===== src/rtl/booth_r8_pkg.sv =====
// Shared types and helpers for the radix-8 Booth multiplier.
// Holds the FSM states, the digit-select encoding and the digit-count function.
package booth_r8_pkg;

   typedef enum logic [1:0] {
      StIdle,
      StPre,
      StRun,
      StDone
   } state_e;

   typedef enum logic [2:0] {
      SelZero,
      SelM1,
      SelM2,
      SelM3,
      SelM4
   } sel_e;

   // Number of radix-8 digits: ceil((width + 1) / 3)
   function automatic int unsigned iter_f(input int unsigned width);
      return (width + 3) / 3;
   endfunction

endpackage


===== src/rtl/booth_r8_digit.sv =====
// Radix-8 Booth digit decoder: maps {q[2:0], qneg} to a multiple magnitude and sign.
// Purely combinational.
module booth_r8_digit
   import booth_r8_pkg::*;
(
   input  logic [3:0] bits,
   output sel_e       sel,
   output logic       neg
);

   always_comb begin
      sel = SelZero;
      unique case (bits)
         4'b0000, 4'b1111:                   sel = SelZero;
         4'b0001, 4'b0010, 4'b1101, 4'b1110: sel = SelM1;
         4'b0011, 4'b0100, 4'b1011, 4'b1100: sel = SelM2;
         4'b0101, 4'b0110, 4'b1001, 4'b1010: sel = SelM3;
         4'b0111, 4'b1000:                   sel = SelM4;
      endcase
   end

   // 4'b1111 decodes to zero, which must not be negated
   assign neg = bits[3] & ~(&bits[2:0]);

endmodule


===== src/rtl/booth_r8_mul.sv =====
// Sequential radix-8 Booth multiplier, one digit per cycle after a 3M precompute cycle.
// Define BOOTH_R8_UNSIGNED_EN to add the sgn port selecting signed/unsigned operands.
module booth_r8_mul
   import booth_r8_pkg::*;
#(
   parameter int unsigned WIDTH = 32
) (
   input  logic               clk,
   input  logic               rst,
   input  logic               start,
`ifdef BOOTH_R8_UNSIGNED_EN
   input  logic               sgn,
`endif
   input  logic [WIDTH-1:0]   x,
   input  logic [WIDTH-1:0]   y,
   output logic               busy,
   output logic               done,
   output logic [2*WIDTH-1:0] product
);

   localparam int unsigned ITER = iter_f(WIDTH);
   localparam int unsigned QW   = 3 * ITER;
   localparam int unsigned MW   = WIDTH + 3;
   localparam int unsigned AW   = WIDTH + 4;
   localparam int unsigned CW   = $clog2(ITER);
   localparam logic [CW-1:0] LAST = CW'(ITER - 1);

   state_e state_q, state_d;

   logic [MW-1:0]      m_q;
   logic [AW-1:0]      m3_q;
   logic [AW-1:0]      acc_q;
   logic [QW-1:0]      q_q;
   logic               qneg_q;
   logic [CW-1:0]      cnt_q;
   logic [2*WIDTH-1:0] product_q;

   logic               accept;
   logic               last;
   logic               sgn_ext;
   logic [QW-1:0]      x_ext;
   logic [MW-1:0]      y_ext;
   logic [AW-1:0]      m_ext, m2, m4;
   logic [AW-1:0]      mult, sum;
   logic [AW-1:0]      acc_nx;
   logic [QW-1:0]      q_nx;
   logic [2*WIDTH-1:0] product_d;
   sel_e               sel;
   logic               neg;

`ifdef BOOTH_R8_UNSIGNED_EN
   assign sgn_ext = sgn;
`else
   assign sgn_ext = 1'b1;
`endif

   assign accept = start & ((state_q == StIdle) | (state_q == StDone));
   assign last   = (cnt_q == LAST);

   assign x_ext = {{(QW - WIDTH){sgn_ext & x[WIDTH-1]}}, x};
   assign y_ext = {{3{sgn_ext & y[WIDTH-1]}}, y};

   // M carries three extension bits, so dropping its top bit for 4M loses nothing
   assign m_ext = {m_q[MW-1], m_q};
   assign m2    = {m_q, 1'b0};
   assign m4    = {m_q[MW-2:0], 2'b00};

   booth_r8_digit u_digit (
      .bits ({q_q[2:0], qneg_q}),
      .sel  (sel),
      .neg  (neg)
   );

   always_comb begin
      mult = '0;
      unique case (sel)
         SelZero: mult = '0;
         SelM1:   mult = m_ext;
         SelM2:   mult = m2;
         SelM3:   mult = m3_q;
         SelM4:   mult = m4;
         default: mult = '0;
      endcase
   end

   // Negative multiples: one's complement plus carry-in
   assign sum    = acc_q + (mult ^ {AW{neg}}) + {{(AW - 1){1'b0}}, neg};
   assign acc_nx = {{3{sum[AW-1]}}, sum[AW-1:3]};
   assign q_nx   = {sum[2:0], q_q[QW-1:3]};
   assign product_d = {acc_nx[2*WIDTH-QW-1:0], q_nx};

   // State register
   always_ff @(posedge clk) begin
      if (rst) begin
         state_q <= StIdle;
      end else begin
         state_q <= state_d;
      end
   end

   // Next-state logic
   always_comb begin
      state_d = state_q;
      unique case (state_q)
         StIdle:  if (start) state_d = StPre;
         StPre:   state_d = StRun;
         StRun:   if (last) state_d = StDone;
         StDone:  state_d = start ? StPre : StIdle;
         default: state_d = StIdle;
      endcase
   end

   // Outputs
   always_comb begin
      busy = (state_q == StPre) | (state_q == StRun);
      done = (state_q == StDone);
   end

   assign product = product_q;

   always_ff @(posedge clk) begin
      if (rst) begin
         m_q       <= '0;
         m3_q      <= '0;
         acc_q     <= '0;
         q_q       <= '0;
         qneg_q    <= 1'b0;
         cnt_q     <= '0;
         product_q <= '0;
      end else if (accept) begin
         m_q    <= y_ext;
         q_q    <= x_ext;
         acc_q  <= '0;
         qneg_q <= 1'b0;
         cnt_q  <= '0;
      end else begin
         if (state_q == StPre) begin
            m3_q <= m_ext + m2;
         end
         if (state_q == StRun) begin
            acc_q  <= acc_nx;
            q_q    <= q_nx;
            qneg_q <= q_q[2];
            if (last) begin
               product_q <= product_d;
            end else begin
               cnt_q <= cnt_q + 1'b1;
            end
         end
      end
   end

endmodule

===== config.mk =====
export PLATFORM = sky130hd
export DESIGN_NAME = booth_r8_mul
export DESIGN_NICKNAME = d
export VERILOG_FILES = /design/src/rtl/booth_r8_pkg.sv /design/src/rtl/booth_r8_digit.sv /design/src/rtl/booth_r8_mul.sv
export SDC_FILE = /design/constraint.sdc
export NUM_CORES = 1
export LEC_CHECK = 0
export CAP_MARGIN = 20
export CORE_ASPECT_RATIO = 1.2
export CORE_MARGIN = 3
export CORE_UTILIZATION = 59
export CTS_BUF_LIST = sky130_fd_sc_hd__clkbuf_4
export DETAILED_ROUTE_END_ITERATION = 10
export PLACE_DENSITY = 0.81
export SLEW_MARGIN = 20
export SYNTH_ARGS = -nofsm -noshare
export SYNTH_HDL_FRONTEND = slang
export SYNTH_SLANG_ARGS = --single-unit

===== constraint.sdc =====
create_clock -name clk -period 6.46 [get_ports clk]
set_clock_uncertainty 0.15 [all_clocks]
set_input_delay 0.969 -clock clk [delete_from_list [all_inputs] [get_ports clk]]
set_output_delay 0.969 -clock clk [all_outputs]
set_load 0.005 [all_outputs]

# --- After elaboration in Yosys (flattened, before gate mapping) ---
# Memory sizes are Yosys's and may differ from the RTL's.
# Cells that the tools add are included.
# W data, S select, Z words.
word_totals:
  ff_bits: 205
  latchBits: 0
  mem_bits_rw: 0
  rom_bits: 48
  in_bits: 67
  output_inout_bits: 66
  word_cells: 46
  memories: 1
op_classes:
  addsub: 4
  multipliers: 0
  div: 0
  magnitude_cmp: 0
  eq_ne: 10
  shift: 0
  muxes: 7
  bitwise_logic: 8
  n_reduce_logical: 8
memory_table:
  columns: ["name", "depth", "width", "read_ports", "rd_ports_with_merged_regs", "wr", "line", "rtl"]
  rows:
  - ["(no name shown)", 16, 3, 1, 0, 0, "booth_r8_digit.sv:13", "unique case (bits)"]
op_table:
  columns: ["cell", "count"]
  rows:
  - ["$pmux W36 S4", 1]
  - ["$mux W33", 2]
  - ["$add A36 B1 Y36", 1]
  - ["$add A36 B36 Y36", 1]
  - ["$xor A36 B36 Y36", 1]
  - ["$add A32 B33 Y34", 1]
  - ["$pmux W2 S4", 1]
  - ["$eq A3 B2 Y1 const B", 2]
  - ["$reduce_and A2 Y1", 3]
  - ["$reduce_and A3 Y1", 2]
  - ["$add A4 B1 Y4 const B", 1]
  - ["$eq A2 B2 Y1 const B", 2]
  - ["$eq A4 B4 Y1 const B", 1]
  - ["$mux W2", 2]
  - ["$ne A2 B2 Y1 const B", 2]
  - ["$eq A3 B1 Y1 const B", 1]
  - ["$eq A3 B3 Y1 const B", 1]
  - ["$not A1 Y1", 3]
  - ["$and A1 B1 Y1", 2]
  - ["$eq A2 B1 Y1 const B", 1]
  - ["$logic_not A2 Y1", 1]
  - ["$or A1 B1 Y1", 2]
  - ["$reduce_bool A2 Y1", 1]
  - ["$reduce_or A2 Y1", 1]
  - ["$mux W1", 1]

# --- Logic depth before layout (Yosys ltp) ---
logic_depth:
  depth_word: 8
  depth_mapped: 21
  mapped_depth_nobuf: 21

# --- By module ---
# A second synthesis with hierarchy kept.
unflattened:
  hier_cells: 1534
  area_unflattened_um2: 12225.5
by_module_without_submodules:
  columns: ["module", "instances", "cells_per_inst", "area_each_um2", "seq_area_each_um2"]
  rows:
  - ["booth_r8_mul", 1, 1521, 12116.6, 4063.9]
  - ["booth_r8_digit", 1, 13, 108.9, 0.0]

# --- Worst setup path after synthesis ---
# Ideal clock, no wire load.
synth_path:
  path_kind: "register to register"
  startpoint: "register q_q[0]"
  endpoint: "register product_q[59], in the netlist product[59]"
  t_arrival_ps: 4297
  required_time_ps: 6248
  path_slack_ps: 1950
  path_stages_with_launch: 20
  n_path_buf: 3
  synth_period_minus_slack_ps: 4510
  path_cell_list: "dfxtp_1 > inv_1 > ha_1 > mux4_2 > buf_6 > nor3_1 > clkbuf_1 > a221oi_1 > xnor2_1 > ha_1 > clkbuf_1 > nand4_1 > nor2_1 > nor2_1 > o21ai_0 > a2bb2oi_4 > o21bai_4 > a41oi_2 > or4_1 > nand3_1"
synth_via:
  elab_chain_len: 6
  elab_cells_between_ends: 12
  classes_between: "2 x add/sub; 4 x eq/ne; 1 x mux; 3 x bitwise; 1 x reduce/logical; 1 x memory"
synth_rtl:
  columns: ["element", "line", "rtl"]
  rows:
  - ["start, declared", "booth_r8_mul.sv:33", "logic [QW-1:0] q_q;"]
  - ["start signal, assigned", "booth_r8_mul.sv:132", "q_q <= x_ext;"]
  - ["start signal, assigned", "booth_r8_mul.sv:142", "q_q <= q_nx;"]
  - ["$mem_v2 Z16 W3 / $reduce_and A3 Y1 (equally long branches)", null, null]
  - ["$eq A3 B3 Y1, or another cell as far along", "booth_r8_mul.sv:76", "unique case (sel)"]
  - ["$pmux W36 S4 / $and A1 B1 Y1 (equally long branches)", "booth_r8_mul.sv:76, booth_r8_digit.sv:23", null]
  - ["$xor A36 B36 Y36", "booth_r8_mul.sv:87", "assign sum = acc_q + (mult ^ {AW{neg}}) + {{(AW - 1){1'b0}}, neg};"]
  - ["$add A36 B36 Y36", "booth_r8_mul.sv:87", null]
  - ["$add A36 B1 Y36 (*)", "booth_r8_mul.sv:87", null]
  - ["end signal, assigned", "booth_r8_mul.sv:145", "product_q <= product_d;"]
  - ["end, declared", "booth_r8_mul.sv:36", "logic [2*WIDTH-1:0] product_q;"]
# Mark *: on every way between the ends. The rest lies on a longest branch, timed or not.
# A chain may end at the register's enable or synchronous reset.

# --- Worst setup path after layout ---
layout_path:
  startpoint: "register q_q[0]"
  endpoint: "register product_q[54], in the netlist product[54]"
# Same word-level chain as after synthesis.

==> impl_table.tex <==
\begin{tabular}{lr}
\hline
Metric & Value \\
\hline
\multicolumn{2}{l}{\textbf{Final layout}} \\
Final core utilization & 71.2\% \\
Leading cell types in the layout, fill and taps excluded & sky130\_fd\_sc\_hd\_\_nand2\_1 (303), sky130\_fd\_sc\_hd\_\_dfxtp\_1 (203), sky130\_fd\_sc\_hd\_\_a21oi\_1 (198) \\
Ratio of cells with drive above 1 in the final layout & 7.00\% \\
Filler-free cell count of the finished design & 1,933 \\
Combined flip-flop and latch cell area & 4060 µm² \\
Count of fill cells added during filler insertion & 1,715 \\
Area growth from synthesis to layout & 16.9\% \\
Final layout net count & 1,778 \\
Multi-input gate area in the final layout & 7610 µm² \\
Most common cell after layout, fill and taps aside & sky130\_fd\_sc\_hd\_\_nand2\_1 \\
\multicolumn{2}{l}{\textbf{Synthesis}} \\
Cells taking the most area after synthesis & sky130\_fd\_sc\_hd\_\_dfxtp\_1 (34\%), sky130\_fd\_sc\_hd\_\_nand2\_1 (9.4\%), sky130\_fd\_sc\_hd\_\_a21oi\_1 (8.2\%) \\
Cell count after synthesis & 1,537 \\
Combined area of all synthesized cells & 12,100 µm² \\
Cell accounting for the most synthesized area & sky130\_fd\_sc\_hd\_\_dfxtp\_1 \\
Post-synthesis sequential area ratio & 33.5\% \\
Proportion of register bits with asynchronous set or reset after synthesis & 0\% \\
Number of synthesis warnings & 0 \\
Count of unique library cells instantiated by Yosys & 72 \\
Synth Flop Type & sky130\_fd\_sc\_hd\_\_dfxtp\_1 \\
Proportion of netlist area held by the largest area contributor & 33.5\% \\
Net Count, Synth & 1,681 \\
Number of flops mapped to enable cells by yosys & 0 \\
Post-Syn Area per Cell & 7.89 µm² \\
Number of register bits inferred by synthesis & 203 \\
\multicolumn{2}{l}{\textbf{Die}} \\
Std cell rows & 56 \\
Horizontal die dimension & 137 µm \\
Die area & 22,300 µm² \\
Top-Level Pins & 133 \\
Area of the placeable core & 19,900 µm² \\
Die height & 163 µm \\
Effective utilization at floorplan & 60.9\% \\
\multicolumn{2}{l}{\textbf{Setup path}} \\
Cell depth of the worst flop-to-flop path & 17 \\
Worst Setup Path Type & flip-flop to flip-flop \\
Data arrival at the endpoint of the critical path & 5.77 ns \\
Crit path launch type & flip-flop \\
Data required time of the critical path & 6.81 ns \\
Worst flop-to-flop path endpoint & product[54]\$\_SDFFE\_PP0P\_ \\
Maximum fanout count along the critical path & 35 \\
Flop-to-flop setup slack & 1.04 ns \\
Element type at the critical path end & flip-flop \\
Reg2Reg Launch Point & q\_q[0]\$\_SDFFE\_PP0P\_ \\
\multicolumn{2}{l}{\textbf{Worst hold path}} \\
Worst hold path type & flip-flop to flip-flop \\
Endpoint of the worst hold path & product[51]\$\_SDFFE\_PP0P\_ \\
Hold Startpoint & product[51]\$\_SDFFE\_PP0P\_ \\
Depth of the worst hold-timing path & 2 \\
\multicolumn{2}{l}{\textbf{Clocking}} \\
Clock root cell & sky130\_fd\_sc\_hd\_\_clkbuf\_4 \\
Clock transition time at the flip-flop clock pins of the worst setup and hold paths & 0.07 ns \\
Post-CTS Setup Repair Bufs & 0 \\
Number of buffers on the longest clock path & 3 \\
Total of hold buffers inserted after clock tree synthesis & 0 \\
CTS tree & done \\
Post-CTS resize count & 0 \\
Source-to-sink clock delay at the later pin of the worst-skew pair & 0.67 ns \\
\# clock sinks & 203 \\
CTS H-tree depth & 2 \\
Number of CTS-inserted buffers & 51 \\
\multicolumn{2}{l}{\textbf{Power and ir drop}} \\
Static leakage & 5.35 nW \\
Max VDD drop & 258 µV \\
PD cells & 364 nW/µm² \\
Overall power after layout & 5.16 mW \\
\multicolumn{2}{l}{\textbf{Timing}} \\
Setup repair after global routing missed its margin & no \\
Final-report hold violation count & 0 \\
Worst slew pin tran & 0.945 ns \\
Shortest period the worst path allows & 5.42 ns \\
Setup-violating endpoint count in the final report & 0 \\
Pins over their slew limit & 0 \\
Worst hold margin & 0.303 ns \\
Total negative slack for setup checks & 0 ns \\
Worst slew margin relative to its limit & 37.0\% \\
Period utilization & 83.8\% \\
Highest clock frequency the design can meet & 185 MHz \\
\multicolumn{2}{l}{\textbf{Placement}} \\
Detailed placer's ending HPWL & 22,900 µm \\
Placer Congestion & 0.901 \\
Number of buffers added on ports & 132 \\
Cell total after placement & 1,842 \\
\multicolumn{2}{l}{\textbf{Global route}} \\
Initial antenna violation count & 1 \\
Maximum number of pins on one net before global-route repair & 97 \\
Remaining Overflow, GRT & 0 \\
GRT Util Overall & 28.3\% \\
First-pass GRT wire length & 52,700 µm \\
Via count of the first global-routing pass & 10,900 \\
\multicolumn{2}{l}{\textbf{Status}} \\
Outcome & completed \\
\multicolumn{2}{l}{\textbf{Route}} \\
Remaining antenna violation count & 0 \\
DR iter-0 viols & 733 \\
Vias per std cell & 5.94 \\
Iteration count of the initial detailed-routing pass & 5 \\
Number of remaining DRC errors & 0 \\
Routed WL per cell & 16.6 µm \\
Detailed-route via count & 11,500 \\
Drt total wl & 32,000 µm \\
\multicolumn{2}{l}{\textbf{Job}} \\
Max Cap Viol & 0 \\
\hline
\end{tabular}
cell type report:
| type | instances | share of cell area (%) |
|---|---|---|
| timing repair buffer | 147 | 10.1 |
| clock inverter | 16 | 0.627 |
| sequential | 203 | 28.7 |
| tap | 261 | 2.30 |
| clock buffer | 74 | 3.92 |
| multi-input combinational | 1206 | 53.7 |
| antenna | 1 | 0.0177 |
| inverter | 25 | 0.662 |
where the power goes:
part | switching (mW) | internal [mW] | total, mW
logic | 1.48 | 0.902 | 2.38
clock network | 0.529 | 0.564 | 1.09
registers | 0.233 | 1.46 | 1.69
total | 2.24 | 2.92 | 5.16
through the flow:
stage	setup WS, ns	instance area [µm²]
2_1_floorplan	1.95	12100
3_3_place_gp	1.16	13500
3_5_place_dp	1.08	13500
4_1_cts	1.07	14200
5_1_grt	0.600	14200
6_report	1.04	14200
Yosys cell counts (all sizes together), types with 4 or more instances:
cell type  instances
mux2i             51
a211o              6
buf               13
a21o              32
ha                75
a22o               4
a31oi              8
xor2              14
o21ai             40
nand3             31
and3               7
a211oi            48
nand3b            18
xnor2             67
or4b               5
nand4             18
nand2            303
nor3              14
or3                8
nand2b            14
or4                7
o211ai             7
clkbuf            90
a221oi            34
nor2b              8
o21bai            11
nor2             101
and2               8
a21oi            198
o31ai              5
nor3b              8
inv               25
o21a               6
nand4b             9
a21boi             4
dfxtp            203
registers in the layout, indices dropped and copies added (netlist names):
| name | count |
|---|---|
| m_q | 32 |
| m3_q | 34 |
| qneg_q | 1 |
| q_q | 33 |
| state_q | 2 |
| cnt_q | 4 |
| acc_q | 33 |
| product | 64 |
logic make-up after synthesis:
family                   share of synthesized area [%]
AO/OA/AOI/OAI                                     22.5
XOR/XNOR                                          5.85
multiplexers                                      4.59
buffers and inverters                             4.06
adder cells (fa/ha/maj)                           8.07
flip-flops                                        33.5
AND/OR/NAND/NOR                                   21.4
how the worst max path moves through the flow:
stage	end	depth (start not counted)	from
floorplan	product[59]$_SDFFE_PP0P_	19	q_q[0]$_SDFFE_PP0P_
global placement	product[54]$_SDFFE_PP0P_	17	q_q[0]$_SDFFE_PP0P_
detailed placement	product[54]$_SDFFE_PP0P_	17	q_q[0]$_SDFFE_PP0P_
CTS	product[54]$_SDFFE_PP0P_	17	q_q[0]$_SDFFE_PP0P_
global route	product[54]$_SDFFE_PP0P_	17	q_q[0]$_SDFFE_PP0P_
finish	product[54]$_SDFFE_PP0P_	17	q_q[0]$_SDFFE_PP0P_
routing by layer:
layer  up-vias  part of all wire, %  track usage (%)  wire, µm
met5         -                    0                0         0
met4         0                  2.3             8.17       724
met3        66                  5.3             4.28      1700
met2       355                   46             44.4     14700
met1      5367                   46             40.5     14900
li1       5703                    -                -         -
critical path, cell delays in order (launching register included):
cell,delay (ns)
sky130_fd_sc_hd__dfxtp_1,0.41
sky130_fd_sc_hd__inv_1,0.09
sky130_fd_sc_hd__ha_1,0.21
sky130_fd_sc_hd__mux4_2,0.77
sky130_fd_sc_hd__nor3_2,0.59
sky130_fd_sc_hd__buf_4,0.34
sky130_fd_sc_hd__a221oi_1,0.12
sky130_fd_sc_hd__xnor2_1,0.16
sky130_fd_sc_hd__ha_1,0.40
sky130_fd_sc_hd__a21oi_1,0.15
sky130_fd_sc_hd__inv_1,0.06
sky130_fd_sc_hd__a2111oi_0,0.54
sky130_fd_sc_hd__a21oi_1,0.25
sky130_fd_sc_hd__a31oi_1,0.35
sky130_fd_sc_hd__nor3_1,0.12
sky130_fd_sc_hd__or3_1,0.38
sky130_fd_sc_hd__nand3_1,0.09
sky130_fd_sc_hd__a21oi_1,0.07
Note: power is estimated with default switching activity, not from simulation.
